## src/rtl/keypad_matrix_scanner.sv

```systemverilog
// Debounced matrix-keypad scanner with a press/release event FIFO (valid/ready).
// Optional KEYPAD_GHOST_REJECT_EN: frames showing a ghost pattern are treated as unstable.
module keypad_matrix_scanner #(
    parameter int unsigned ROWS      = 4,
    parameter int unsigned COLS      = 4,
    parameter int unsigned SCAN_DIV  = 100,
    parameter int unsigned DEBOUNCE  = 4,
    parameter int unsigned EVT_DEPTH = 4
) (
    input  logic                         clk,
    input  logic                         rst_n,
    input  logic [ROWS-1:0]              row_n,
    output logic [COLS-1:0]              col_n,
    output logic [ROWS*COLS-1:0]         key_map,
    output logic                         frame_tick,
    output logic                         evt_valid,
    output logic [$clog2(ROWS*COLS)-1:0] evt_code,
    output logic                         evt_press,
    input  logic                         evt_ready
);
    localparam int unsigned NKEY = ROWS * COLS;
    localparam int unsigned CW   = $clog2(NKEY);
    localparam int unsigned DW   = $clog2(SCAN_DIV);
    localparam int unsigned XW   = (COLS > 1) ? $clog2(COLS) : 1;
    localparam int unsigned AW   = (EVT_DEPTH > 1) ? $clog2(EVT_DEPTH) : 1;
    localparam int unsigned NW   = $clog2(EVT_DEPTH + 1);
    localparam int unsigned SW   = 4;
    localparam int unsigned EW   = CW + 1;

    logic            run;
    logic [DW-1:0]   div;
    logic [XW-1:0]   col_idx;
    logic [NKEY-1:0] raw_acc;
    logic [NKEY-1:0] prev_raw;
    logic [NKEY-1:0] diff;
    logic [SW-1:0]   stab_cnt;
    logic            push_vld;
    logic [EW-1:0]   push_data;
    logic [EW-1:0]   mem [EVT_DEPTH];
    logic [AW-1:0]   wr_ptr;
    logic [AW-1:0]   rd_ptr;
    logic [NW-1:0]   count;

    logic            div_tc;
    logic            frame_end;
    logic [XW-1:0]   col_nxt;
    logic [NKEY-1:0] raw_new;
    logic            ghost;
    logic [SW-1:0]   stab_nxt;
    logic            commit;
    logic            space;
    logic            emit;
    logic [CW-1:0]   emit_idx;
    logic [NKEY-1:0] diff_nxt;
    logic            pop;
    logic [NW-1:0]   count_nxt;
    logic [AW-1:0]   rd_inc;
    logic [AW-1:0]   wr_inc;
    logic [EW-1:0]   head_nxt;

    // Column stepping, raw frame assembly and debounce decision
    always_comb begin
        div_tc    = run && (div == DW'(SCAN_DIV - 1));
        frame_end = div_tc && (col_idx == XW'(COLS - 1));
        col_nxt   = col_idx;
        if (div_tc) begin
            col_nxt = frame_end ? '0 : col_idx + XW'(1);
        end
        raw_new = raw_acc;
        for (int c = 0; c < COLS; c++) begin
            for (int r = 0; r < ROWS; r++) begin
                if (XW'(c) == col_idx) begin
                    raw_new[c*ROWS+r] = ~row_n[r];
                end
            end
        end
        if (ghost) begin
            stab_nxt = '0;
        end else if (raw_new == prev_raw) begin
            stab_nxt = (stab_cnt >= SW'(DEBOUNCE)) ? SW'(DEBOUNCE) : stab_cnt + SW'(1);
        end else begin
            stab_nxt = SW'(1);
        end
        commit = frame_end && !ghost && (stab_nxt >= SW'(DEBOUNCE)) &&
                 (raw_new != key_map) && (diff == '0);
    end

`ifdef KEYPAD_GHOST_REJECT_EN
    logic [COLS-1:0] row_bits [ROWS];
    logic [ROWS-1:0] row_multi;
    logic [COLS-1:0] col_multi;

    // Ghost: a closed key whose row and column each hold another closed key
    always_comb begin
        ghost     = 1'b0;
        row_bits  = '{default: '0};
        row_multi = '0;
        col_multi = '0;
        for (int r = 0; r < ROWS; r++) begin
            for (int c = 0; c < COLS; c++) begin
                row_bits[r][c] = raw_new[c*ROWS+r];
            end
            row_multi[r] = ($countones(row_bits[r]) > 1);
        end
        for (int c = 0; c < COLS; c++) begin
            col_multi[c] = ($countones(raw_new[c*ROWS +: ROWS]) > 1);
        end
        for (int c = 0; c < COLS; c++) begin
            for (int r = 0; r < ROWS; r++) begin
                ghost = ghost | (raw_new[c*ROWS+r] & row_multi[r] & col_multi[c]);
            end
        end
    end
`else
    assign ghost = 1'b0;
`endif

    // Emitter: lowest pending diff bit goes out when the FIFO (plus in-flight push) has room
    always_comb begin
        space    = ({1'b0, count} + (NW+1)'(push_vld)) < (NW+1)'(EVT_DEPTH);
        emit     = (diff != '0) && space;
        emit_idx = '0;
        for (int i = 0; i < NKEY; i++) begin
            if (diff[NKEY-1-i]) begin
                emit_idx = CW'(NKEY - 1 - i);
            end
        end
        diff_nxt = diff;
        if (commit) begin
            diff_nxt = raw_new ^ key_map;
        end else if (emit) begin
            diff_nxt[emit_idx] = 1'b0;
        end
    end

    // FWFT FIFO next state; the head is kept in the output registers
    always_comb begin
        pop       = evt_valid && evt_ready;
        count_nxt = count + NW'(push_vld) - NW'(pop);
        rd_inc    = (rd_ptr == AW'(EVT_DEPTH - 1)) ? '0 : rd_ptr + AW'(1);
        wr_inc    = (wr_ptr == AW'(EVT_DEPTH - 1)) ? '0 : wr_ptr + AW'(1);
        head_nxt  = {evt_code, evt_press};
        if (pop) begin
            if (count > NW'(1)) begin
                head_nxt = mem[rd_inc];
            end else if (push_vld) begin
                head_nxt = push_data;
            end
        end else if ((count == '0) && push_vld) begin
            head_nxt = push_data;
        end
    end

    always_ff @(posedge clk or negedge rst_n) begin
        if (!rst_n) begin
            run        <= 1'b0;
            div        <= '0;
            col_idx    <= '0;
            col_n      <= '1;
            raw_acc    <= '0;
            prev_raw   <= '0;
            stab_cnt   <= '0;
            frame_tick <= 1'b0;
            key_map    <= '0;
            diff       <= '0;
            push_vld   <= 1'b0;
            push_data  <= '0;
            wr_ptr     <= '0;
            rd_ptr     <= '0;
            count      <= '0;
            evt_valid  <= 1'b0;
            evt_code   <= '0;
            evt_press  <= 1'b0;
            for (int i = 0; i < EVT_DEPTH; i++) begin
                mem[i] <= '0;
            end
        end else begin
            run <= 1'b1;
            if (run) begin
                div <= div_tc ? '0 : div + DW'(1);
            end
            col_idx <= col_nxt;
            col_n   <= ~(COLS'(1) << col_nxt);
            if (div_tc) begin
                raw_acc <= raw_new;
            end
            frame_tick <= frame_end;
            if (frame_end) begin
                stab_cnt <= stab_nxt;
                if (!ghost) begin
                    prev_raw <= raw_new;
                end
            end
            if (commit) begin
                key_map <= raw_new;
            end
            diff     <= diff_nxt;
            push_vld <= emit;
            if (emit) begin
                push_data <= {emit_idx, key_map[emit_idx]};
            end
            if (push_vld) begin
                mem[wr_ptr] <= push_data;
                wr_ptr      <= wr_inc;
            end
            if (pop) begin
                rd_ptr <= rd_inc;
            end
            count                 <= count_nxt;
            evt_valid             <= (count_nxt != '0);
            {evt_code, evt_press} <= head_nxt;
        end
    end

endmodule

```

## config.mk

```make
export PLATFORM = sky130hd
export DESIGN_NAME = keypad_matrix_scanner
export DESIGN_NICKNAME = d
export VERILOG_FILES = /design/src/rtl/keypad_matrix_scanner.sv
export SDC_FILE = /design/constraint.sdc
export NUM_CORES = 1
export LEC_CHECK = 0
export CAP_MARGIN = 20
export CORE_MARGIN = 1
export CORE_UTILIZATION = 45
export DETAILED_ROUTE_END_ITERATION = 6
export GPL_TIMING_DRIVEN = 0
export HOLD_SLACK_MARGIN = 0.06
export SLEW_MARGIN = 20
export SYNTH_ARGS = -nofsm -noshare
export SYNTH_HDL_FRONTEND = slang
export SYNTH_SLANG_ARGS = --single-unit
```

## constraint.sdc

```tcl
create_clock -name clk -period 8.2 [get_ports clk]
set_input_delay 1.64 -clock clk [delete_from_list [all_inputs] [get_ports clk]]
set_output_delay 1.64 -clock clk [all_outputs]
set_load 0.03 [all_outputs]
```

==> results of run 1 <==
## synth_stat cells, drive strengths merged, types with 2 or more instances
cell type    n
xor2         2
a221oi       3
xnor2       27
a31oi        3
or2          2
nand2b      18
or3          4
nand2       74
ha          16
o31ai        6
inv         31
o22a         2
buf          3
nor2        33
mux2i       17
and2         4
clkbuf      13
o211ai       5
nor2b        4
nor4         7
mux2        44
dfstp        4
and3         9
mux4         5
a41oi        2
o22ai        2
nand3        5
nor3         8
a21oi       28
nand4        9
o21ai       52
dfrtp      118
## final timing paths
check,to,slack [ns]
worst min register to register,raw_acc[3],0.48
worst max register to register,key_map[7],4.91
min in group asynchronous,evt_code[0],1.16
max in group asynchronous,stab_cnt[3],6.31
worst max-delay path,key_map[7],3.91
worst min-delay path,raw_acc[3],0.48
## cell usage in the layout, fill, tap and decap left out, drive strengths merged, types with 7 or more instances in the layout
master	Yosys	layout
dfrtp	118	118
nand2	74	74
o21ai	52	52
mux2	44	44
nor2	33	33
clkbuf	13	33
clkdlybuf4s50	0	32
inv	31	31
a21oi	28	28
xnor2	27	27
nand2b	18	18
mux2i	17	17
ha	16	16
and3	9	9
nand4	9	9
nor3	8	8
nor4	7	7
## registers in the layout (all words and copies together) (netlist names)
| signal | cells |
|---|---|
| wr_ptr | 2 |
| col_idx | 2 |
| evt_valid | 1 |
| stab_cnt | 4 |
| prev_raw | 16 |
| key_map | 16 |
| count | 3 |
| mem | 20 |
| raw_acc | 16 |
| div | 7 |
| push_data | 5 |
| col_n | 4 |
| diff | 16 |
| rd_ptr | 2 |
| run | 1 |
| evt_code | 4 |
| evt_press | 1 |
| frame_tick | 1 |
| push_vld | 1 |
## power breakdown
part / total, mW / internal, mW / switching, mW
Combinational: 0.813 / 0.340 / 0.474
Clock: 0.832 / 0.561 / 0.271
Sequential: 0.853 / 0.739 / 0.114
## per-stage QoR
step / utilization (%) / cell area, sq um / worst slack [ns] / hold WS, ns
final: 55.5 / 7350 / 3.91 / 0.479
after global routing: 55.5 / 7350 / 3.79 / 0.504
after CTS: 55.5 / 7350 / 3.93 / 0.483
after detailed placement: 50.5 / 6690 / 3.50 / 0.471
after global placement: 50.2 / 6650 / 0.708 / 0.464
after floorplan: - / 6100 / 4.46 / 0.442
## layout make-up
| cell class | count | area, sq um | area share [%] |
|---|---|---|---|
| repair buffers | 35 | 364 | 4.96 |
| clock buffers | 20 | 467 | 6.35 |
| clock inverters | 11 | 193 | 2.62 |
| inverters | 31 | 116 | 1.58 |
| plain buffers | 16 | 82.6 | 1.12 |
| multi-input cells | 404 | 2850 | 38.7 |
| flip-flops and latches | 122 | 3060 | 41.6 |
| well taps | 176 | 220 | 3.00 |
## worst max-delay path: cells and delay by family
family / cells / cell delay, ns
AND/OR/NAND/NOR: 5 / 1.60
multiplexers: 1 / 0.30
buffers and inverters: 2 / 0.71
AO/OA/AOI/OAI: 1 / 0.33
## cell families after synthesis
family | count (synthesis) | share of synthesized area, %
flops | 122 | 50.1
mux | 66 | 13.6
simple gates | 179 | 14.3
compound gates | 112 | 10.9
buf+inv | 47 | 3.26
other cells | 1 | 0.0614
xor+xnor | 29 | 4.16
fa+ha+maj | 17 | 3.61
## layer usage
metal / vias up / wire length [um]
li1: 2111 / -
met1: 2152 / 6350
met2: 75 / 6430
met3: 19 / 503
met4: 0 / 235
met5: - / 0
==> results.md, run 1 <==
- Peak VDD IR: 0.131 mV
- Seq/Total Area, Yosys: 50.1%
- Die Wd: 118 um
- DRT iter0 DRCs: 284
- Met3 Resource Use GR: 4.87%
- Crit path from: row_n[1]
- Yosys reg bits: 122
- HP Class: reg -> reg
- Antenna violations before repair: 0
- Max-Cap Viols: 0
- Quantity of gates resized following cts: 0
- Final Non-Filler Cells: 815
- Remaining global-route overflow: 0
- Global-route wire length before repair: 22.5 mm
- Status: finished clean
- Clock slew at reported path FFs: 0.05 ns
- Final ANT Viol Nets: 0
- GRT Overall Usage: 21.1%
- Startpoint types: input pin
- Ys async rst share: 100%
- Largest net degree at the start of global routing: 75
- Hold path cells: 2
- Number of global-route vias before repair: 4376
- Antenna diodes: 0
- Routed wire length: 13.5 mm
- Period utilization: 52.3%
- Postcts setup bufs: 0
- Tightest Pin Transition: 0.780 ns
- Max Clk Rate: 233 MHz
- Cell taking the most area after synthesis: dfrtp_1
- Crit-path max FO: 10
- Fill cell count: 1196
- Rel. slew slack: 47.8%
- CTS tree: built
- DIE AREA: 14000 sq um
- Pre-Repair DR Iteration Count: 6
- Synthesis-to-layout area growth: 20.4%
- Nets: 651
- I/O Buffers: 33
- GRT Max-Usage Layer: met2
- Root Buffer Master: clkbuf_16
- Final RePlAce weighted congestion: 0.912
- Min cycle time layout: 4.29 ns
- Final Max Slew Viols: 0
- DRC: 0
- Count of distinct cell types in the synthesized netlist: 50
- Design Power: 2.50 mW
- Rows: 42
- Critical path type: in -> reg
- Top-area cell type share of the netlist area: 48.4%
- Synthesized Nets: 597
- Number of flops mapped to enable cells by yosys: 0
- Post-placement cell count: 784
- P_leak: 3.33 nW
- CTS max path bufs: 2
- Clock skew: 0.00788 ns
- Mapped Avg Cell Area: 10.7 sq um
- Syn Inst Count: 573
- Avg Vias per Cell: 5.35
- Worst Path Arrival: 4.59 ns
- RSZ-0062 raised after global routing: false
- Predominant post-synthesis flop cell: dfrtp_1
- CTS buffer count: 17
- Core Footprint: 13200 sq um
- Crit path cell chain: clkdlybuf4s50_1 -> nand2b_1 -> and3_1 -> nor4_1 -> nand4_1 -> or4_4 -> a211o_4 -> buf_6 -> mux2_4
- Io pins: 34
- Critical Path End Type: register
- Avg WL per Cell: 16.6 um
- R2r startpoint: col_idx[0]
- Met2 Usage GRT: 33.9%
- H-tree levels: 4
- Synthesized area: 6100 sq um
- Via Count: 4357
- Hold Fails Final Rpt: 0
- Hpwl dp: 9.68 mm
- Die height: 118 um
- TNS Setup: 0 ns
- R2r worst-path depth: 10
- Syn. warnings: 0
- Hold buffers post-CTS: 0
- Crit-path slowest cell: or4_4
- PD cells: 340 nW/um^2
- M1 GR Usage: 27.5%
- Worst Path Required: 8.50 ns
- Clk sinks: 122
- Initial Util: 46.1%
- Min-delay src: raw_acc[3]
- Top post-synthesis cells by area: dfrtp_1 (48%), mux2_2 (5.5%), nand2_1 (4.6%)
- Crit-path max cell delay: 0.61 ns
- Share of cells above drive strength 1: 15.6%
- Final Setup Violations: 0
- Worst-Skew Late Latency: 0.42 ns
Power figures use the tool's default switching activity.
==> run 2: changes to the inputs <==
PLACE_DENSITY = 0.65   (was not set)
clock period = 3.8 ns   (was 8.2 ns; I/O delays follow)
==> results.md, run 2 (synthesis gave the netlist of run 1 again) <==
- Max reg flops: 20 (unchanged)
- CTS max path bufs: 2 (unchanged)
- DRT iter0 DRCs: 289 (+1.8%)
- HP Class: in -> async
- Tightest Pin Transition: 0.852 ns (+0.0713 ns)
- Hold Fails Final Rpt: 0 (unchanged)
- Antenna diodes: 0 (unchanged)
- DIE AREA: 14000 sq um (unchanged)
- Number of global-route vias before repair: 4473 (+2.2%)
- Rel. slew slack: 42.8% (-4.9 points)
- Max-Cap Viols: 0 (unchanged)
- Global-route wire length before repair: 22.6 mm (+0.46%)
- Worst Path Required: 4.10 ns (-4.40 ns)
- Root Buffer Master: clkbuf_16
- Hold buffers post-CTS: 0 (unchanged)
- Avg WL per Cell: 16.6 um (+0.15%)
- Via Count: 4467 (+2.5%)
- Core Footprint: 13200 sq um (unchanged)
- Postcts setup bufs: 0 (unchanged)
- Share of cells above drive strength 1: 14.6% (-1.1 points)
- Final Max Slew Viols: 0 (unchanged)
- Worst-Skew Late Latency: 0.41 ns (about the same)
- Clock slew at reported path FFs: 0.05 ns (about the same)
- Critical path type: in -> reg
- Min cycle time layout: 3.39 ns
- Design internal power: 3.18 mW (+94%)
- Most common cell after layout, fill and taps aside: dfrtp_1
- Hpwl dp: 9.69 mm (about the same)
- Critical Path End Type: register
- Pre-Repair DR Iteration Count: 7 (+1)
- Cell area after layout: 7190 sq um (-2.2%)
- Routed wire length: 13.5 mm (about the same)
- Peak VDD IR: 0.347 mV (+170%)
- GRT Overall Usage: 20.9% (-0.14 points)
- Initial Util: 46.1% (unchanged)
- CTS buffer count: 17 (unchanged)
- Final RePlAce weighted congestion: 0.943 (+3.4%)
- I/O Buffers: 33 (unchanged)
- Clk sinks: 122 (unchanged)
- PD cells: 695 nW/um^2 (+100%)
- Placed Area: 6690 sq um (about the same)
- Largest net degree at the start of global routing: 67 (-11%)
- Nets: 652 (+0.15%)
- Clock share of power: 27.6% (-5.7 points)
- Startpoint types: input pin
- Synthesis-to-layout area growth: 17.8%
- Clock skew: 0.0122 ns (+0.00429 ns)
- Worst Path Arrival: 3.69 ns (-0.90 ns)
- Sequential Power Share: 36.9% (+2.8 points)
- Crit-path max FO: 10 (unchanged)
- DRC: 0 (unchanged)
- RSZ-0062 raised after global routing: false
- Max Clk Rate: 295 MHz
- Status: finished clean
- Sw frac: 36.3% (+1.9 points)
- Final Setup Violations: 0 (unchanged)
- Rows: 42 (unchanged)
- Avg Vias per Cell: 5.49 (+2.7%)
- Biggest register: mem
- Post-placement cell count: 785 (+0.13%)
- Final Non-Filler Cells: 814 (-0.12%)
- Period utilization: 89.3%
- Final ANT Viol Nets: 0 (unchanged)
- TNS Setup: 0 ns (unchanged)
- Quantity of gates resized following cts: 0 (unchanged)
- H-tree levels: 4 (unchanged)
- CTS tree: built
- Logic pwr share: 35.5% (+2.9 points)
- Antenna violations before repair: 0 (unchanged)
- Most frequent cells in the layout: dfrtp_1 (118), nand2_1 (74), o21ai_0 (51), nor2_1 (33), clkdlybuf4s50_1 (32)
- Io pins: 34 (unchanged)
- Remaining global-route overflow: 0 (unchanged)
- Die Wd: 118 um (unchanged)
- P_leak: 3.26 nW (-2.0%)
- NetSw: 1.81 mW (+110%)
- Die height: 118 um (unchanged)
## run 2: cell count changes in the layout (fill, tap and decap cells not counted), sizes merged
cell and change:
bufinv -5, clkbuf +5, clkinvlp -2, buf +1
## run 2: critical path: stages
cell	delay, ns
clkdlybuf4s50_1	0.52
nand2b_1	0.24
and3_1	0.19
nor4_1	0.36
nand4_1	0.21
or4_4	0.60
a211o_4	0.33
buf_6	0.17
mux2_4	0.30
## run 2: cell type report
cell class | instances | area, sq um
clock buffers | 25 | 475
inverters | 31 | 116
clock inverters | 4 | 20.0
plain buffers | 16 | 82.6
well taps | 176 | 220
multi-input cells | 404 | 2850
flip-flops and latches | 122 | 3060
fillers | 1167 | 6050
repair buffers | 36 | 369
## run 2: path summary, 6_finish.rpt
| path | from | end | slack (ns) | depth (start not counted) |
|---|---|---|---|---|
| worst max-delay path | row_n[3] | key_map[5] | 0.41 | 9 |
| worst min-delay path | rst_n | evt_code[0] | 0.32 | 1 |
| worst max register to register | col_idx[0] | key_map[5] | 0.50 | 10 |
| worst min register to register | raw_acc[4] | raw_acc[4] | 0.49 | 2 |
| max in group asynchronous | rst_n | col_n[1] | 2.71 | 2 |
| min in group clk | raw_acc[4] | raw_acc[4] | 0.49 | 2 |
## run 2: metrics by stage
step	util (%)	setup slack [ns]	total power, mW	hold WS (ns)
global placement	50.2	-2.79	3.52	0.460
detailed placement	50.5	0.00653	3.61	0.478
CTS	54.3	0.431	5.02	0.335
floorplan	-	0.868	3.08	0.442
global route	54.3	0.293	5.29	0.365
finish	54.3	0.406	5.00	0.317
## run 2: metal layers
| metal | global-route usage, % | vias to the layer above | wire [um] |
|---|---|---|---|
| met2 | 33.7 | 117 | 6480 |
| met4 | 7.83 | 0 | 187 |
| met3 | 5.41 | 21 | 606 |
| met5 | 0 | - | 0 |
| met1 | 27.2 | 2216 | 6250 |
| li1 | - | 2113 | - |
## run 2: power by group through the flow
stage          Combinational (mW)  Sequential, mW  Clock (mW)
3_3_place_gp                 1.68            1.84           0
4_1_cts                      1.76            1.84        1.41
2_1_floorplan                1.24            1.84           0
5_1_grt                      1.94            1.88        1.47
6_report                     1.77            1.84        1.38
3_5_place_dp                 1.75            1.86           0
==> run 3: changes to the inputs <==
CORE_UTILIZATION = 35   (was 45)
PLACE_DENSITY = not set   (was 0.65)
RECOVER_POWER = 100   (was not set)
==> results.md, run 3 (synthesis gave the netlist of run 1 again) <==
- CTS tree: built
- Final Non-Filler Cells: 860 (+5.7%)
- Core Footprint: 16800 sq um (+27%)
- Antenna violations before repair: 0 (unchanged)
- Remaining global-route overflow: 0 (unchanged)
- Avg Vias per Cell: 5.21 (-5.0%)
- Nets: 651 (-0.15%)
- Logic pwr share: 34.4% (-1.1 points)
- Clock skew: 0.00810 ns (-0.00408 ns)
- Violated checks: max-capacitance violations, max-slew violations
- Via Count: 4484 (+0.38%)
- Biggest register: mem
- Final ANT Viol Nets: 0 (unchanged)
- Fill cell count: 1636 (+40%)
- Status: finished with violations
- Routed wire length: 13.7 mm (+1.2%)
- Die Wd: 134 um (+13%)
- Critical Path End Type: register
- Die height: 134 um (+13%)
- Rel. slew slack: -76.6% (-120 points)
- Design internal power: 3.18 mW (about the same)
- Global-route wire length before repair: 22.7 mm (+0.49%)
- Max-Cap Viols: 1 (+1)
- Worst Path Required: 4.09 ns (about the same)
- R2r worst-path depth: 10 (unchanged)
- PD cells: 698 nW/um^2 (+0.50%)
- Most frequent cells in the layout: dfrtp_1 (118), nand2_1 (74), o21ai_0 (52), nor2_1 (33), inv_1 (31)
- Avg WL per Cell: 15.9 um (-4.2%)
- Quantity of gates resized following cts: 0 (unchanged)
- Max Clk Rate: 284 MHz (-3.7%)
- Met2 WL: 6.62 mm (+2.2%)
- RSZ-0062 raised after global routing: false
- Max reg flops: 20 (unchanged)
- Io pins: 34 (unchanged)
- Sw frac: 36.9% (+0.62 points)
- Synthesis-to-layout area growth: 18.4%
- Hpwl dp: 10.1 mm (+3.8%)
- Cell area after layout: 7230 sq um (+0.54%)
- DRC: 0 (unchanged)
- P_leak: 3.26 nW (-0.14%)
- Crit-path max FO: 10 (unchanged)
- CTS max path bufs: 2 (unchanged)
- DR top layer: met4
- Final RePlAce weighted congestion: 0.907 (-3.8%)
- Wire length on met1: 6.38 mm (+2.0%)
- DIE AREA: 18000 sq um (+28%)
- DRT iter0 DRCs: 238 (-18%)
- CTS buffer count: 17 (unchanged)
- Peak VDD IR: 0.346 mV (-0.11%)
- Clock slew at reported path FFs: 0.05 ns (about the same)
- Pre-Repair DR Iteration Count: 5 (-2)
- GRT Overall Usage: 16.4% (-4.5 points)
- Final Max Slew Viols: 48 (+48)
- Post-placement cell count: 828 (+5.5%)
- Number of global-route vias before repair: 4520 (+1.1%)
- Most common cell after layout, fill and taps aside: dfrtp_1
- Hold buffers post-CTS: 0 (unchanged)
- Largest net degree at the start of global routing: 76 (+13%)
- Period utilization: 92.7% (+3.4 points)
- Rows: 47 (+12%)
- TNS Setup: 0 ns (unchanged)
- Tightest Pin Transition: 2.65 ns (+1.80 ns)
- Hold path cells: 2
- Min Hold Slack: 0.479 ns (+0.162 ns)
- Sequential Power Share: 36.5% (-0.4 points)
- Share of cells above drive strength 1: 13.3% (-1.3 points)
- Startpoint types: input pin
- Hold Fails Final Rpt: 0 (unchanged)
- NetSw: 1.86 mW (+2.8%)
- Worst-Skew Late Latency: 0.42 ns (about the same)
- Root Buffer Master: clkbuf_16
- Postcts setup bufs: 0 (unchanged)
- Placed Area: 6750 sq um (+0.84%)
- Design Power: 5.05 mW (+1.0%)
- H-tree levels: 4 (unchanged)
- I/O Buffers: 33 (unchanged)
- Antenna diodes: 0 (unchanged)
- Worst Path Arrival: 3.81 ns (+0.12 ns)
- Critical path type: in -> reg
- Final Setup Violations: 0 (unchanged)
- HP Class: reg -> reg
- Initial Util: 36.3% (-9.8 points)
- Met3 wire length: 498 um (-18%)
- Min cycle time layout: 3.52 ns (+0.130 ns)
- Clock share of power: 29.1% (+1.5 points)
- Clk sinks: 122 (unchanged)
-- run 3: final cells by class --
| class | count | area (sq um) | share of cell area (%) |
|---|---|---|---|
| Buffer | 16 | 82.6 | 1.14 |
| Clock buffer | 19 | 453 | 6.27 |
| Clock inverter | 13 | 96.3 | 1.33 |
| Inverter | 31 | 116 | 1.61 |
| Multi-Input combinational cell | 404 | 2780 | 38.5 |
| Sequential cell | 122 | 3060 | 42.3 |
| Tap cell | 220 | 275 | 3.81 |
| Timing Repair Buffer | 35 | 363 | 5.02 |
-- run 3: critical path: stages --
cell	delay, ns
dlygate4sd3_1	0.63
nand2b_1	0.22
and3_1	0.19
nor4_1	0.39
nand4_1	0.21
or4_4	0.60
a211o_4	0.33
buf_6	0.16
mux2_1	0.32
-- run 3: metal layers --
layer,vias to the layer above,track usage [%]
met2,103,26.8
met1,2249,20.8
met4,0,5.49
li1,2114,-
met3,18,4.69
met5,-,0
-- run 3: path summary, 6_finish.rpt --
path                               endpoint  slack (ns)         from
worst max-delay path             key_map[4]        0.28     row_n[3]
max in group asynchronous       stab_cnt[0]        1.11        rst_n
worst max register to register   key_map[4]        0.45   col_idx[0]
min in group asynchronous       evt_code[0]        1.16        rst_n
worst min register to register  raw_acc[15]        0.48  raw_acc[15]
worst min-delay path            raw_acc[15]        0.48  raw_acc[15]
-- run 3: power groups by stage --
stage          registers, mW  logic [mW]  clock network, mW
2_1_floorplan           1.84        1.24                  0
3_3_place_gp            1.84        1.70                  0
3_5_place_dp            1.87        1.74                  0
4_1_cts                 1.84        1.76               1.50
5_1_grt                 1.89        1.94               1.55
6_report                1.84        1.74               1.47
-- run 3: through the flow --
stage | utilization (%) | worst slack (ns)
final | 43.0 | 0.276
after global routing | 43.0 | 0.194
after CTS | 43.4 | 0.421
after detailed placement | 40.1 | -0.0182
after global placement | 39.9 | -2.81
after floorplan | - | 0.868
==> patch, RTL diff (config.mk and constraints of run 3) <==
`SW`: 4 -> 5.
--- a/src/rtl/keypad_matrix_scanner.sv
+++ b/src/rtl/keypad_matrix_scanner.sv
@@ -25,5 +25,5 @@
     localparam int unsigned AW   = (EVT_DEPTH > 1) ? $clog2(EVT_DEPTH) : 1;
     localparam int unsigned NW   = $clog2(EVT_DEPTH + 1);
-    localparam int unsigned SW   = 4;
+    localparam int unsigned SW   = 5;
     localparam int unsigned EW   = CW + 1;
 
Formal check against the unedited RTL: same outputs for any inputs over 10 cycles, from zero or initial values and one cycle with rst_n low; that may be too few to reach the edited logic, so the function may still have changed.
==> patch against run 3 <==
The run still ends with max-capacitance violations, max-slew violations left. Maximum frequency rose by 1.1%. Final cell count fell by 4.1%. Routed wire length fell by 2.3%. Cell area fell by 0.19%. Register-to-register slack got worse by 0.05 ns. Power rose by 0.18%. Sequential cell count rose by 1. Synthesized area fell by 1.0%. Count of clock-buffer cells in the layout rose by 6. Worst setup slack improved by 0.037 ns.
==> patch: results (changes against run 3) <==
stage,metric,value,unit,change
run,# Max-Cap Violations,1,,unchanged
pwr,leak pwr,0.00333,uW,+2.4%
global_route,largest net degree at the start of global routing,67,,-12%
routing,DR vias/cell,5.00,,-4.2%
pwr,Sw Ratio,0.338,,-0.0309
pwr,Seq pwr share,0.365,,about the same
synthesis,Synth Flop Type,dfrtp_1,,
run_status,violated checks,"max-capacitance violations, max-slew violations",,
synthesis,register area share after synthesis,0.510,,+0.00933
cts,H-tree depth,4,,unchanged
synthesis,Compound-Gate Fraction of Synth Area,0.0820,,-0.0270
cts,cells resized by post-CTS repair,0,,unchanged
synthesis,Synth top cells by count,"119 x dfrtp_1, 50 x nand2_1, 46 x mux2_2, 39 x o21ai_0, 38 x nor2_1",,
placement,Detail Placement HPWL,9790,um,-2.6%
final_layout,layout cells sized above 1,0.154,,+0.0209
final_layout,max reg flops,20,,unchanged
cts,Num CTS Buffers,17,,unchanged
placement,port bufs,33,,unchanged
global_route,antenna violations before repair,0,,unchanged
critical_path,Worst EP arrival,3.78,ns,-0.03 ns
pwr,VDD IR max,0.363,mV,+4.8%
hold_path,HP Class,register to register,,
synthesis,Post-synth ARST share,1.00,,unchanged
run_status,status,"finished, violations left",,
global_route,first-pass GRT wire length,22100,um,-2.5%
final_layout,largest reg by FF count,mem,,
synthesis,post-synthesis adder-cell area fraction,0.0385,,+0.00244
final_layout,ANT cells,0,,unchanged
synthesis,post-synthesis cell type count,55,,+10%
timing,Setup Skew,0.00680,ns,-0.00130 ns
cts,setup bufs post-CTS,0,,unchanged
pwr,P_comb,1630,uW,-6%
synthesis,mux share of post-synthesis cell area,0.169,,+0.0329
global_route,vias in the first global route,4332,,-4.2%
timing,part of the cycle the worst path needs,0.918,,-0.00965
pwr,Psw,1710,uW,-8.2%
cts,root buf cell,clkbuf_16,,
cts,Clock Latency Late Sink,0.41,ns,
critical_path,CP Max Fanout,10,,unchanged
timing,Pins Over Slew Limit,58,,+21%
cts,clock slew at reported path FFs,0.05,ns,about the same
global_route,total global-route track usage,0.162,,-0.00180
placement,DP Area,6680,sq um,-1.0%
synthesis,Synth Area in XOR/XNOR,0.0507,,+0.00913
synthesis,post-synthesis net count,563,,-5.7%
routing,routed wire length per instance,16.2,um,+1.9%
cts,CTS Buffer Depth,2,,unchanged
synthesis,Syn. warnings,0,,unchanged
placement,Placer Congestion,0.882,,-2.8%
placement,post-placement setup slack,-0.139,ns,-0.121 ns
final_layout,fillers,1601,,-2.1%
routing,DR iter-0 viols,240,,+0.84%
final_layout,Post-layout nets,617,,-5.2%
timing,Slew @ Worst Pin,2.67,ns,+0.0208 ns
routing,drt first pass iters,4,,-1
synthesis,synth top area cells,"dfrtp_1 49%, mux2_2 8.6%, ha_1 3.5%",,
critical_path,flop-to-flop setup slack,0.40,ns,-0.05 ns
timing,Final Setup Violations,0,,unchanged
-- patch: cell count changes after synthesis, moves of 7 or more --
cell / before / now
o21ai_0: 51 / 39
nand2_1: 74 / 50
mux2_2: 30 / 46
nand2b_1: 18 / 8
xor2_1: 2 / 15
a21oi_1: 28 / 19
xnor2_1: 27 / 20
-- patch: cell type report --
type                       instances  area (sq um)  share of cell area
multi-input combinational        371          2730               0.378
inverter                          30           113              0.0156
clock inverter                     7          87.6              0.0121
sequential                       123          3080               0.427
timing repair buffer              35           362              0.0501
buffer                            14          68.8             0.00954
clock buffer                      25           495              0.0687
tap                              220           275              0.0382
-- patch: worst paths after layout --
| kind | start | endpoint | cells after the start |
|---|---|---|---|
| worst min register to register | raw_acc[15] | raw_acc[15] | 2 |
| min in group asynchronous | rst_n | diff[13] | 1 |
| max in group asynchronous | rst_n | div[4] | 1 |
| worst min-delay path | raw_acc[15] | raw_acc[15] | 2 |
| worst max-delay path | row_n[2] | key_map[7] | 9 |
| worst max register to register | col_idx[0] | key_map[7] | 10 |
-- patch: metal layers --
metal,track usage,part of all wire,wire (um)
met4,0.0524,0.012,164
met1,0.199,0.45,5960
met5,0,0,0
met3,0.0426,0.033,443
met2,0.276,0.51,6810
-- patch: worst max-delay path: stages --
cell and delay (ns):
clkdlybuf4s50_1 0.54, mux2i_1 0.56, xor2_1 0.13, nor4_1 0.38, nand4_1 0.25, or4_1 0.45, clkbuf_1 0.19, buf_6 0.19
mux2_1 0.32
-- patch: through the flow --
stage               instances  setup TNS, ns  hold WS, ns
floorplan                 538              0        0.450
global placement          791        -340.08        0.465
detailed placement        793          -1.98        0.471
CTS                       825              0        0.331
global route              825              0        0.510
finish                    825              0        0.485
